$ cat src/rtl/serial_bit_driver_pkg.sv
// serial_bit_driver_pkg: shared state encoding, counter width helpers
// and parameter legality check for the serial bit driver.
package serial_bit_driver_pkg;

    typedef enum logic [1:0] {
        IDLE  = 2'd0,
        SETUP = 2'd1,
        HIGH  = 2'd2
    } state_e;

    // Counter width for a range of n values, never narrower than one bit.
    function automatic int cnt_w(input int n);
        return (n > 1) ? $clog2(n) : 1;
    endfunction

    function automatic bit params_ok(input int width, input int half);
        return (width >= 1) && (half >= 1);
    endfunction

endpackage

$ cat src/rtl/serial_bit_driver_phase_timer.sv
// phase_timer: counts 0..HALF_PERIOD-1 and flags the last count of a
// strobe phase; clear holds it at zero.
module phase_timer
    import serial_bit_driver_pkg::*;
#(
    parameter int HALF_PERIOD = 2
) (
    input  logic clock,
    input  logic reset,
    input  logic clear,
    output logic terminal
);

    localparam int TW = cnt_w(HALF_PERIOD);
    localparam logic [TW-1:0] LAST = TW'(HALF_PERIOD - 1);

    logic [TW-1:0] count_q;
    logic [TW-1:0] count_d;

    assign terminal = (count_q == LAST);

    // Advance the count, restarting at zero after the last count or on clear.
    always_comb begin
        count_d = count_q + TW'(1);
        if (clear || terminal) begin
            count_d = '0;
        end
    end

    // Count register with synchronous active-low reset.
    always_ff @(posedge clock) begin
        if (!reset) begin
            count_q <= '0;
        end else begin
            count_q <= count_d;
        end
    end

endmodule

$ cat src/rtl/serial_bit_driver.sv
// serial_bit_driver: shifts a handshaked word out as strobe/data pairs
// where data only moves while the strobe is low.
module serial_bit_driver
    import serial_bit_driver_pkg::*;
#(
    parameter int WIDTH       = 8,
    parameter int HALF_PERIOD = 2,
    parameter int MSB_FIRST   = 1
) (
    input  logic             clock,
    input  logic             reset,
    input  logic             io_in_valid,
    output logic             io_in_ready,
    input  logic [WIDTH-1:0] io_in_bits,
    output logic             io_sclk,
    output logic             io_sdata,
    output logic             io_busy,
    output logic             io_done
);

    localparam int BW = cnt_w(WIDTH);
    localparam logic [BW-1:0] LAST_BIT = BW'(WIDTH - 1);

    if (!params_ok(WIDTH, HALF_PERIOD)) begin : g_bad_params
        $error("serial_bit_driver: WIDTH and HALF_PERIOD must be >= 1");
    end

    state_e           state_q, state_d;
    logic [WIDTH-1:0] shreg_q, shreg_d;
    logic [WIDTH-1:0] shreg_shift;
    logic [BW-1:0]    bit_cnt_q, bit_cnt_d;
    logic             sclk_q, sclk_d;
    logic             sdata_q, sdata_d;
    logic             done_q, done_d;
    logic             phase_end;

    phase_timer #(
        .HALF_PERIOD(HALF_PERIOD)
    ) u_timer (
        .clock   (clock),
        .reset   (reset),
        .clear   (state_q == IDLE),
        .terminal(phase_end)
    );

    assign io_in_ready = (state_q == IDLE);
    assign io_busy     = (state_q != IDLE);
    assign io_sclk     = sclk_q;
    assign io_sdata    = sdata_q;
    assign io_done     = done_q;

    // Next state, shift/count updates and the registered pin values.
    always_comb begin
        state_d     = state_q;
        shreg_d     = shreg_q;
        bit_cnt_d   = bit_cnt_q;
        sclk_d      = sclk_q;
        sdata_d     = sdata_q;
        done_d      = 1'b0;
        shreg_shift = (MSB_FIRST != 0) ? (shreg_q << 1) : (shreg_q >> 1);
        unique case (state_q)
            IDLE: begin
                sclk_d  = 1'b0;
                sdata_d = 1'b0;
                if (io_in_valid) begin
                    state_d   = SETUP;
                    shreg_d   = io_in_bits;
                    bit_cnt_d = '0;
                    sdata_d   = (MSB_FIRST != 0) ? io_in_bits[WIDTH-1]
                                                 : io_in_bits[0];
                end
            end
            SETUP: begin
                if (phase_end) begin
                    state_d = HIGH;
                    sclk_d  = 1'b1;
                end
            end
            HIGH: begin
                if (phase_end) begin
                    sclk_d = 1'b0;
                    if (bit_cnt_q == LAST_BIT) begin
                        state_d = IDLE;
                        sdata_d = 1'b0;
                        done_d  = 1'b1;
                    end else begin
                        state_d   = SETUP;
                        shreg_d   = shreg_shift;
                        bit_cnt_d = bit_cnt_q + BW'(1);
                        sdata_d   = (MSB_FIRST != 0) ? shreg_shift[WIDTH-1]
                                                     : shreg_shift[0];
                    end
                end
            end
            default: begin
                state_d = IDLE;
                sclk_d  = 1'b0;
                sdata_d = 1'b0;
            end
        endcase
    end

    // State and output registers; reset abandons any word in flight.
    always_ff @(posedge clock) begin
        if (!reset) begin
            state_q   <= IDLE;
            shreg_q   <= '0;
            bit_cnt_q <= '0;
            sclk_q    <= 1'b0;
            sdata_q   <= 1'b0;
            done_q    <= 1'b0;
        end else begin
            state_q   <= state_d;
            shreg_q   <= shreg_d;
            bit_cnt_q <= bit_cnt_d;
            sclk_q    <= sclk_d;
            sdata_q   <= sdata_d;
            done_q    <= done_d;
        end
    end

endmodule

$ cat config.mk
export PLATFORM = sky130hd
export DESIGN_NAME = serial_bit_driver
export DESIGN_NICKNAME = d
export VERILOG_FILES = /design/src/rtl/serial_bit_driver_pkg.sv /design/src/rtl/serial_bit_driver_phase_timer.sv /design/src/rtl/serial_bit_driver.sv
export SDC_FILE = /design/constraint.sdc
export NUM_CORES = 1
export LEC_CHECK = 0
export BUFFER_PORTS_ARGS = -buffer_cell sky130_fd_sc_hd__buf_4
export CAP_MARGIN = 10
export CELL_PAD_IN_SITES_DETAIL_PLACEMENT = 0
export CELL_PAD_IN_SITES_GLOBAL_PLACEMENT = 1
export CORE_ASPECT_RATIO = 1.4
export CORE_MARGIN = 2
export CORE_UTILIZATION = 40
export DETAILED_ROUTE_END_ITERATION = 7
export PLACE_DENSITY = 0.79
export REMOVE_ABC_BUFFERS = 1
export SETUP_SLACK_MARGIN = 0.05
export SLEW_MARGIN = 20
export SYNTH_ARGS = -nofsm -noshare
export SYNTH_HDL_FRONTEND = slang
export SYNTH_SLANG_ARGS = --single-unit
export TNS_END_PERCENT = 1
$ cat constraint.sdc
create_clock -name clock -period 1.75 [get_ports clock]
set_clock_uncertainty 0.15 [all_clocks]
set_input_delay 0.2625 -clock clock [delete_from_list [all_inputs] [get_ports clock]]
set_output_delay 0.2625 -clock clock [all_outputs]
set_load 0.005 [all_outputs]
# Word level (Yosys, flattened, before mapping)
# Index checks and enable logic that the tools add are counted.
# totals
reg_bits	16
wordCells	49
# classes
addsub	2
eq_ne	7
mux	21
n_bitwise	2
reduce_logical	10
# op_table
op	n
$mux 7	3
$pmux 7 s2	1
$mux 3	3
$mux 1	7
$mux 2	3
$pmux 2 s3	1
$pmux 3 s2	1
$reduce_and 3->1	2
$ne 2x1->1 const B	2
$ne 2x2->1 const B	2
$reduce_and 2->1	2
$reduce_and 4->1	1
$reduce_bool 2->1	2
$add 3x1->3 const B	1
$eq 3x3->1 const B	1
$pmux 1 s3	1
$eq 2x1->1 const B	1
$eq 2x2->1 const B	1
$logic_not 2->1	1
$not 1->1	2
$pmux 1 s2	1
$reduce_or 2->1	1
$add 1x1->1 const B	1
$logic_or 1x1->1	1

# Longest topological paths before layout
# Gate-level depths: netlist (run 1).
# logic_depth
word_depth	4
mapped_depth	5

# Hierarchy
# Synthesis (run 1) repeated with hierarchy kept, for this count alone.
# hier_totals
cells_unflattened	79
area_unflattened_um2	760.7
# modules_own_cells
mod	n_inst	cells_per_inst	area_per_inst_um2	seq_area_each_um2
serial_bit_driver	1	77	728.2	300.3
phase_timer	1	2	32.5	20.0

# Worst setup path after synthesis (run 1)
# Ideal clock, no wire load.
# synth_path
path_type	flip-flop to flip-flop
from	register bit_cnt_q[0]
to	register shreg_q[1]
t_arrival_ns	1.362
t_required_ns	1.528
path_slack_ns	0.166
stages_incl_launch_ff	6
cell_sequence	dfxtp_1 -> ha_1 -> ha_1 -> nand3b_4 -> a21oi_4 -> mux2i_1
# synth_via
elab_chain_len	3
# synth_lines
item	line_no	source
start, declared	serial_bit_driver.sv:31	logic [BW-1:0] bit_cnt_q, bit_cnt_d;
start signal, assigned	serial_bit_driver.sv:115	bit_cnt_q <= bit_cnt_d;
$eq 3x3->1	serial_bit_driver.sv:82	if (bit_cnt_q == LAST_BIT) begin
$ne 2x2->1 (no source line)	-	
$reduce_and 4->1 (no source line)	-	
end signal, assigned	serial_bit_driver.sv:114	shreg_q <= shreg_d;
end, declared	serial_bit_driver.sv:29	logic [WIDTH-1:0] shreg_q, shreg_d;
# No other way between the ends.
# A chain may end at the register's enable or synchronous reset.

# Worst setup path after layout (run 1)
# layout_path
from	register state_q[1]
to	output port io_busy
# layout_via
elab_chain_len	1
# layout_lines
item	line_no	source
start, declared	serial_bit_driver.sv:28	state_e state_q, state_d;
start signal, assigned	serial_bit_driver.sv:113	state_q <= state_d;
$reduce_bool 2->1	serial_bit_driver.sv:47	assign io_busy = (state_q != IDLE);
end, declared	serial_bit_driver.sv:17	output logic io_busy,
# No other way between the ends.

==> run_results.csv, run 1 <==
group,metric,value,unit
place,placed_cells,120,
place,gp_congestion,0.786,
finish,final_area,997,sq um
global_route,groute.usage.overall,13.9,%
finish,diodes,0,
detailed_routing,ant_nets,0,
floorplan,die_w,42.7,um
clocking,postCtsHoldBufs,0,
finish,utilization,50.5,%
timing,final-setup-viol-count,0,
place,dpl_worst_slack,21.8,ps
clocking,clock-root-buffer,"clkbuf_4",
timing,hold_viol,0,
timing,period_share,90.3,%
flow_run,cap_violations,0,
detailed_routing,first_pass_iters,3,
finish,instances_no_fill,125,
finish,fillers,199,
critical_path,crit_fanout,10,
power,p_total,771,uW
clocking,cts_sinks,16,
critical_path,startpoint_type,"flip-flop",
clocking,clock_latency,290,ps
hold_path,hp-class,"input port to flip-flop",
detailed_routing,via_per_inst,5.25,
detailed_routing,finalWirelength,1.49,mm
timing,tightest_slew,438,ps
floorplan,design.core.area,1970,sq um
global_route,antenna_found_initial,0,
timing,min_period,1580,ps
finish,multi_input_area,459,sq um
logic_synthesis,synth_largest_area_cell,"dfxtp_1",
clocking,h-tree-depth,1,
detailed_routing,wl_per_cell,11.9,um
clocking,clk_path_buf_depth,2,
timing,setup_slack,170,ps
global_route,grt_pass1_wl,2.64,mm
place,placed_area,936,sq um
logic_synthesis,synth_edf_count,0,
critical_path,cp.arrival,1170,ps
critical_path,r2r.worst_path.cells,6,
clocking,cts_buffers,3,
logic_synthesis,synthTopCellsByCount,"16 x dfxtp_1, 11 x nand2b_1, 10 x nand2_1",
critical_path,worstPathCellList,"nor2_2, inv_1, buf_4",
finish,syn2layout_area_growth,19.1,%
floorplan,die_area,2480,sq um
place,portBuffers,15,
logic_synthesis,yosys_most_used_dff,"dfxtp_1",
critical_path,cp_slowest_stage_delay,600,ps
logic_synthesis,synthesis.area,837,sq um
finish,drive_gt1_share,26.9,%
logic_synthesis,synth-seq-cells,16,
floorplan,start_util,42.4,%
logic_synthesis,yosys-top-cells-area,"dfxtp_1 38%, nand2b_1 8.2%, mux2i_1 7.2%",
clocking,cts_tree,"built",
logic_synthesis,netlist_instances,89,
detailed_routing,num_vias,656,
global_route,overflow,0,
logic_synthesis,ys_types,27,
critical_path,critPathSlowestCell,"dfxtp_1",
power,ir_drop,0.000362,V
floorplan,die_height,58.1,um
timing,drv_slew,0,
logic_synthesis,netlist.area_leader.share,38.3,%
floorplan,pin_count,16,
global_route,grt_max_degree,20,
finish,layout.nets,119,
critical_path,end_kind,"primary output",
timing,rsz0062_at_grt,"no",
hold_path,hold_depth,3,
logic_synthesis,ys_async_sr_fraction,0,%
finish,regArea,320,sq um
logic_synthesis,yosysMostFrequentCell,"dfxtp_1",
outcome,status,"finished, final reports clean",
detailed_routing,drtIter0Drc,5,
power,p_per_area,773,nW/um^2
place,hpwl,1.10,mm
timing,max_freq,0.633,GHz
logic_synthesis,syn_area_per_cell,9.41,sq um
power,power_leakage,0.421,nW
critical_path,crit_required,1340,ps
logic_synthesis,ys_seq_area_share,38.3,%
floorplan,rows,19,
timing,whs,116,ps
timing,fin_tns_setup,0,ps
clocking,clk_pin_slew_worst_paths,90,ps
critical_path,critical_path_class,"flip-flop to primary output",
global_route,grt_pass1_vias,633,
logic_synthesis,yosys_warnings,0,
timing,slew_headroom,70.8,%
detailed_routing,drc,0,
## layer usage
metal,vias to the layer above,wire length (um),track usage [%]
met3,4,80,4.05
met1,299,633,15.3
met5,-,0,0
met2,14,750,24.5
met4,0,28,5.80
li1,339,-,-
## cells by family (layout without fill, tap and decap cells)
kind of cell / count (synthesis) / in the layout / synth area share (%)
adders and majority gates: 3 / 3 / 4.48
DFF: 16 / 16 / 38.3
AOI/OAI and AO/OA: 20 / 20 / 18.1
muxes: 6 / 6 / 7.18
and+or+nand+nor: 34 / 34 / 24.5
buffers and inverters: 10 / 25 / 7.47
## registers in the layout (all words and copies together), names as in the netlist
signal            count
io_sclk               1
u_timer.terminal      1
bit_cnt_q             3
io_sdata              1
io_done               1
state_q               2
shreg_q               7
## what timing repair did
item | 4_1_cts | 5_1_grt
endpoints found under the setup margin | 7 | 6
resized for setup | 0 | 2
pin swaps | 1 | 0
buffers inserted | 1 | 0
## worst max-delay path, delay by kind of cell, from the launching register on
family	cells	cell delay [ps]
DFF	1	600
buffers and inverters	2	170
and+or+nand+nor	1	120
## area by class of cell
type | instances | share of cell area [%]
inverters | 4 | 1.51
repair buffers | 17 | 14.1
clock buffers | 4 | 3.64
multi-input cells | 63 | 46.0
well taps | 21 | 2.63
flip-flops and latches | 16 | 32.1
## final timing paths
path,endpoint,from,slack [ps]
setup / recovery,io_busy,state_q[1]$_SDFFE_PN0P_,170
hold / removal,shreg_q[5]$_SDFFE_PN0P_,io_in_bits[5],120
setup reg to reg,shreg_q[4]$_SDFFE_PN0P_,bit_cnt_q[0]$_SDFFE_PN0P_,180
hold reg to reg,io_sclk$_SDFFE_PN0P_,io_sclk$_SDFFE_PN0P_,310
## where the power goes
group | total, mW | switching [mW] | internal (mW)
Clock | 0.245 | 0.118 | 0.127
Sequential | 0.406 | 0.0212 | 0.384
Combinational | 0.120 | 0.0487 | 0.0717
Total | 0.771 | 0.188 | 0.583
## cell usage in the layout (no fill, tap or decap)
master	count
or4_1	1
nand2_1	10
nand2b_4	1
ha_1	1
buf_12	1
a211oi_1	1
o211ai_1	6
o2bb2ai_1	2
nand3b_4	1
o21ai_1	1
nand2b_1	11
clkbuf_8	1
nor2_1	2
a21oi_4	1
nor2_2	1
o21a_1	3
nor3b_1	1
inv_1	4
dfxtp_1	16
nor3_1	4
nand3b_1	1
mux2i_1	6
a31oi_1	1
a21oi_1	4
ha_2	2
buf_4	16
or3b_1	1
o221a_2	1
clkbuf_4	3
No activity file was read; power rests on OpenSTA's default activity.
==> inputs of run 2 (changes only) <==
--- a/config.mk
+++ b/config.mk
@@ -14,6 +14,7 @@
 export CORE_UTILIZATION = 40
 export DETAILED_ROUTE_END_ITERATION = 7
 export PLACE_DENSITY = 0.79
+export RECOVER_POWER = 25
 export REMOVE_ABC_BUFFERS = 1
 export SETUP_SLACK_MARGIN = 0.05
 export SLEW_MARGIN = 20
==> run_results.csv, run 2 (synthesis results as in run 1) <==
group,metric,value,unit
finish,drive_gt1_share,26.0,%
hold_path,hp-class,"input port to flip-flop",
power,power.internal,583,uW
clocking,clk_pin_slew_worst_paths,100,ps
critical_path,crit_required,1820,ps
global_route,grt_pass1_vias,633,
clocking,cts_sinks,16,
critical_path,r2r.worst_path.cells,6,
global_route,grt_pass1_wl,2.64,mm
finish,largest_reg_flops,7,
hold_path,min_from,"io_in_bits[5]",
global_route,overflow,0,
critical_path,r2r_end,"shreg_q[6]$_SDFFE_PN0P_",
floorplan,die_area,2480,sq um
detailed_routing,wl_per_cell,11.9,um
floorplan,design.core.area,1970,sq um
critical_path,path_buf_inv,1,
clocking,postCtsHoldBufs,0,
critical_path,cp_slowest_stage_delay,340,ps
critical_path,critPathSlowestCell,"dfxtp_1",
timing,tightest_slew,438,ps
power,p_total,772,uW
place,portBuffers,15,
detailed_routing,drtIter0Drc,5,
finish,largest_register,"shreg_q",
timing,final-setup-viol-count,0,
floorplan,pin_count,16,
power,power_switching_share,24.5,%
timing,rsz0062_at_grt,"no",
critical_path,cpLargestDelayFamily,"adder cells",
hold_path,hold-path-endpoint,"shreg_q[5]$_SDFFE_PN0P_",
power,switchingPower,189,uW
finish,largestRegisters,"shreg_q x7, bit_cnt_q x3, state_q x2",
finish,layout_common_cells,"16 x dfxtp_1, 13 x buf_4, 11 x nand2b_1",
timing,min_period,1610,ps
power,pwr-share-comb,15.6,%
clocking,clock-root-buffer,"clkbuf_4",
finish,diodes,0,
detailed_routing,drc,0,
timing,slew_headroom,70.8,%
detailed_routing,ant_nets,0,
critical_path,critical_path_class,"flip-flop to flip-flop",
power,ir_drop,0.000361,V
floorplan,die_w,42.7,um
hold_path,hold_depth,3,
timing,fin_tns_setup,0,ps
floorplan,start_util,42.4,%
place,hpwl,1.10,mm
detailed_routing,num_vias,657,
flow_run,cap_violations,0,
timing,whs,114,ps
critical_path,worstPathCellList,"ha_1, ha_2, nand3b_4, a21oi_4, buf_12, mux2i_1",
detailed_routing,finalWirelength,1.49,mm
floorplan,die_height,58.1,um
floorplan,rows,19,
power,p_per_area,776,nW/um^2
critical_path,r2r-start,"bit_cnt_q[0]$_SDFFE_PN0P_",
global_route,groute.usage.overall,13.9,%
power,power_leakage,0.423,nW
critical_path,end_kind,"flip-flop",
clocking,clock_latency,290,ps
finish,layout_commonest_cell,"dfxtp_1",
power,seqPwrFrac,52.6,%
clocking,cts_tree,"built",
clocking,clk_path_buf_depth,2,
detailed_routing,first_pass_iters,4,
global_route,antenna_found_initial,0,
clocking,cts_buffers,3,
outcome,status,"finished, final reports clean",
timing,max_freq,0.623,GHz
critical_path,startpoint_type,"flip-flop",
timing,period_share,91.8,%
critical_path,crit_fanout,9,
timing,hold_viol,0,
clocking,h-tree-depth,1,
place,gp_congestion,0.786,
detailed_routing,via_per_inst,5.26,
global_route,grt_max_degree,20,
finish,layout.nets,119,
power,p_clk_share,31.9,%
timing,drv_slew,0,
finish,syn2layout_area_growth,18.8,%
critical_path,reg2reg_slack,140,ps
critical_path,cp.arrival,1680,ps
run 2: worst max-delay path by stage:
stage	from	end	slack (ps)	cells past startpoint
2_1_floorplan	bit_cnt_q[0]$_SDFFE_PN0P_	shreg_q[1]$_SDFFE_PN0P_	150	5
3_3_place_gp	bit_cnt_q[0]$_SDFFE_PN0P_	shreg_q[4]$_SDFFE_PN0P_	80	5
3_5_place_dp	bit_cnt_q[0]$_SDFFE_PN0P_	shreg_q[1]$_SDFFE_PN0P_	20	5
4_1_cts	bit_cnt_q[0]$_SDFFE_PN0P_	shreg_q[6]$_SDFFE_PN0P_	100	6
5_1_grt	bit_cnt_q[0]$_SDFFE_PN0P_	shreg_q[6]$_SDFFE_PN0P_	40	6
6_report	bit_cnt_q[0]$_SDFFE_PN0P_	shreg_q[6]$_SDFFE_PN0P_	140	6
run 2: worst register-to-register path: stages (launching register included):
cell      delay (ps)
dfxtp_1          340
ha_1             220
ha_2             190
nand3b_4         170
a21oi_4          160
buf_12           140
mux2i_1          170
run 2: what timing repair did:
action                                  in CTS  in global routing
endpoints found under the hold margin        0                  0
resized for setup                            0                  2
pin swaps                                    1                  0
endpoints found under the setup margin       7                  6
setup buffers                                1                  0
run 2: metal layers:
| metal | part of all wire (%) | GRT usage (%) | routed length, um |
|---|---|---|---|
| met5 | 0 | 0 | 0 |
| met4 | 1.7 | 5.80 | 26 |
| met2 | 50 | 24.5 | 748 |
| met1 | 43 | 15.3 | 638 |
| met3 | 5.2 | 4.05 | 77 |
run 2: layout make-up:
type,count,area [sq um]
Multi-Input combinational cell,63,457
Fill cell,200,978
Clock buffer,4,36.3
Tap cell,21,26.3
Timing Repair Buffer,17,140
Inverter,4,15.0
Sequential cell,16,320
run 2: power groups by stage:
stage / logic, mW / clock network, mW / registers (mW)
floorplan: 0.0653 / 0 / 0.410
global placement: 0.111 / 0 / 0.414
detailed placement: 0.112 / 0 / 0.414
CTS: 0.122 / 0.249 / 0.406
global route: 0.133 / 0.272 / 0.410
finish: 0.120 / 0.246 / 0.406
run 2: through the flow:
stage / setup slack [ps] / std cells / cell area (sq um) / util (%)
after floorplan: 151 / 83 / 790 / -
after global placement: 78.1 / 120 / 936 / 47.4
after detailed placement: 21.8 / 120 / 936 / 47.4
after CTS: 103 / 125 / 992 / 50.3
after global routing: 35.4 / 125 / 995 / 50.4
final: 144 / 125 / 995 / 50.4
==> inputs of run 3 (changes only) <==
--- a/config.mk
+++ b/config.mk
@@ -11,14 +11,15 @@
 export CELL_PAD_IN_SITES_GLOBAL_PLACEMENT = 1
 export CORE_ASPECT_RATIO = 1.4
 export CORE_MARGIN = 2
-export CORE_UTILIZATION = 40
+export CORE_UTILIZATION = 39
 export DETAILED_ROUTE_END_ITERATION = 7
-export PLACE_DENSITY = 0.79
+export PLACE_DENSITY = 0.78
 export RECOVER_POWER = 25
 export REMOVE_ABC_BUFFERS = 1
 export SETUP_SLACK_MARGIN = 0.05
 export SLEW_MARGIN = 20
 export SYNTH_ARGS = -nofsm -noshare
 export SYNTH_HDL_FRONTEND = slang
+export SYNTH_HIERARCHICAL = 1
 export SYNTH_SLANG_ARGS = --single-unit
 export TNS_END_PERCENT = 1
==> run_results.csv, run 3 <==
group,metric,value,unit
floorplan,pin_count,16,
finish,utilization,58.2,%
detailed_routing,ant_nets,0,
clocking,clk_pin_slew_worst_paths,90,ps
detailed_routing,first_pass_iters,4,
finish,largestRegisters,"shreg_q x7, bit_cnt_q x3, state_q x2",
timing,slew_headroom,83.2,%
global_route,groute.usage.overall,15.2,%
hold_path,min_from,"io_in_bits[0]",
finish,layout_commonest_cell,"buf_4",
timing,hold_viol,0,
timing,final-setup-viol-count,0,
critical_path,critPathSlowestCell,"dfxtp_2",
clocking,clock_latency,290,ps
critical_path,startpoint_type,"flip-flop",
place,gp_congestion,0.721,
logic_synthesis,yosys_most_used_dff,"dfxtp_1",
clocking,cts_tree,"built",
global_route,grt_pass1_wl,2.38,mm
logic_synthesis,syn_area_per_cell,9.63,sq um
critical_path,path_buf_inv,2,
clocking,cts_buffers,3,
clocking,clk_path_buf_depth,2,
logic_synthesis,yosys_warnings,6,
logic_synthesis,yosys-top-cells-area,"dfxtp_1 42%, mux2i_1 7.9%, o211a_1 7.9%",
detailed_routing,drc,0,
place,portBuffers,15,
timing,rsz0062_at_grt,"yes",
hold_path,hp-class,"input port to flip-flop",
flow_run,cap_violations,0,
logic_synthesis,synthesis.area,761,sq um
critical_path,critical_path_class,"flip-flop to flip-flop",
timing,period_share,96.1,%
timing,max_freq,0.595,GHz
detailed_routing,met2_length,762,um
power,p_per_area,744,nW/um^2
global_route,grt_pass1_vias,604,
critical_path,cp.arrival,1770,ps
critical_path,startpoint,"bit_cnt_q[0]$_SDFFE_PN0P_",
global_route,antenna_found_initial,0,
logic_synthesis,synth_edf_count,0,
detailed_routing,via_per_inst,5.10,
clocking,postCtsHoldBufs,0,
finish,drive_gt1_share,39.3,%
floorplan,rows,18,
power,power_leakage,0.490,nW
clocking,cts_sinks,16,
finish,fillers,176,
logic_synthesis,netlist.area_leader.share,42.1,%
finish,largest_register,"shreg_q",
power,ir_drop,0.000491,V
critical_path,r2r_end,"shreg_q[2]$_SDFFE_PN0P_",
critical_path,cp_slowest_stage_delay,350,ps
logic_synthesis,ys_types,25,
critical_path,cp.depth,7,
finish,multi_input_area,424,sq um
critical_path,r2r-start,"bit_cnt_q[0]$_SDFFE_PN0P_",
finish,syn2layout_area_growth,37.8,%
logic_synthesis,netlist_instances,79,
finish,largest_reg_flops,7,
outcome,status,"finished, final reports clean",
detailed_routing,num_vias,648,
floorplan,start_util,42.2,%
logic_synthesis,ys_seq_area_share,42.1,%
hold_path,hold_depth,3,
logic_synthesis,synth_largest_area_cell,"dfxtp_1",
finish,regArea,323,sq um
detailed_routing,top_layer_used,"met4",
floorplan,design.core.area,1800,sq um
critical_path,r2r.worst_path.cells,7,
global_route,overflow,0,
logic_synthesis,yosysMostFrequentCell,"dfxtp_1",
critical_path,crit_required,1840,ps
critical_path,reg2reg_slack,70,ps
critical_path,end_kind,"flip-flop",
finish,layout_common_cells,"22 x buf_4, 14 x dfxtp_1, 10 x o21ai_1",
logic_synthesis,ys_async_sr_fraction,0,%
detailed_routing,finalWirelength,1.49,mm
detailed_routing,m1WireLength,626,um
finish,layout.nets,122,
finish,diodes,0,
critical_path,worstPathCellList,"ha_4, ha_2, nor4bb_1, buf_4, or2_4, buf_6, o211a_1",
timing,whs,44.9,ps
floorplan,die_area,2320,sq um
timing,tightest_slew,249,ps
timing,min_period,1680,ps
place,hpwl,1.08,mm
global_route,grt_max_degree,24,
critical_path,crit_fanout,3,
detailed_routing,wl_met3,49,um
logic_synthesis,synthTopCellsByCount,"16 x dfxtp_1, 7 x nand2_1, 7 x o21ai_0",
floorplan,die_w,41.3,um
detailed_routing,drtIter0Drc,8,
timing,drv_slew,0,
clocking,h-tree-depth,1,
detailed_routing,wl_per_cell,11.7,um
critical_path,cpLargestDelayFamily,"simple AND/OR/NAND/NOR gates",
logic_synthesis,synth-seq-cells,16,
hold_path,hold-path-endpoint,"shreg_q[0]$_SDFFE_PN0P_",
floorplan,die_height,56.3,um
clocking,clock-root-buffer,"clkbuf_4",
run 3: changes by cell type after synthesis, moves of 3 or more:
| cell | change |
|---|---|
| nand2_1 | -3 |
| nand2b_1 | -9 |
| nand3_1 | +5 |
| nor3_1 | -4 |
| o211a_1 | +6 |
| o211ai_1 | -5 |
| o21ai_0 | +7 |
| o21ai_1 | +3 |
run 3: worst max-delay path by stage:
stage                                            to  slack (ps)
after CTS                   shreg_q[2]$_SDFFE_PN0P_          40
after detailed placement    shreg_q[2]$_SDFFE_PN0P_          20
after global placement      shreg_q[4]$_SDFFE_PN0P_          50
after floorplan           bit_cnt_q[0]$_SDFFE_PN0P_        -420
after global routing        shreg_q[2]$_SDFFE_PN0P_          10
final                       shreg_q[2]$_SDFFE_PN0P_          70
run 3: worst register-to-register path: stages, from the launching register on:
cell and delay (ps):
dfxtp_2 350, ha_4 160, ha_2 150, nor4bb_1 270
buf_4 180, or2_4 140, buf_6 90, o211a_1 140
run 3: kinds of logic after synthesis:
group	count (synthesis)	share of synthesized area [%]
buf+inv	7	4.77
fa+ha+maj	3	4.93
simple gates	25	20.9
flops	16	42.1
compound gates	22	19.4
mux	6	7.90
run 3: routing by layer:
metal  up-vias  track usage, %
met1       286            17.9
met4         0            11.1
met5         -               0
met3         4            2.37
met2        13            23.2
li1        345               -
run 3: what timing repair did:
action | in CTS | in global routing
endpoints found under the setup margin | 11 | 13
setup buffers | 1 | 1
resized for setup | 6 | 13
pin swaps | 1 | 3
run 3: final cells by class:
class / instances / share of cell area [%]
Clock buffer: 4 / 3.46
Multi-Input combinational cell: 56 / 40.5
Timing Repair Buffer: 29 / 22.2
Inverter: 2 / 0.716
Tap cell: 20 / 2.39
Sequential cell: 16 / 30.8
run 3: power by group:
part	switching, mW	total [mW]	internal (mW)
clock network	0.120	0.247	0.127
registers	0.0108	0.396	0.386
logic	0.0563	0.137	0.0810
run 3: stage by stage:
| step | setup WS [ps] | area (sq um) | TNS [ps] | power [mW] | instances |
|---|---|---|---|---|---|
| after floorplan | -418 | 732 | -4330 | 0.462 | 74 |
| after global placement | 46.3 | 960 | 0 | 0.529 | 121 |
| after detailed placement | 22.3 | 960 | 0 | 0.531 | 121 |
| after CTS | 35.7 | 1010 | 0 | 0.784 | 126 |
| after global routing | 9.71 | 1050 | 0 | 0.819 | 127 |
| final | 68.4 | 1050 | 0 | 0.780 | 127 |
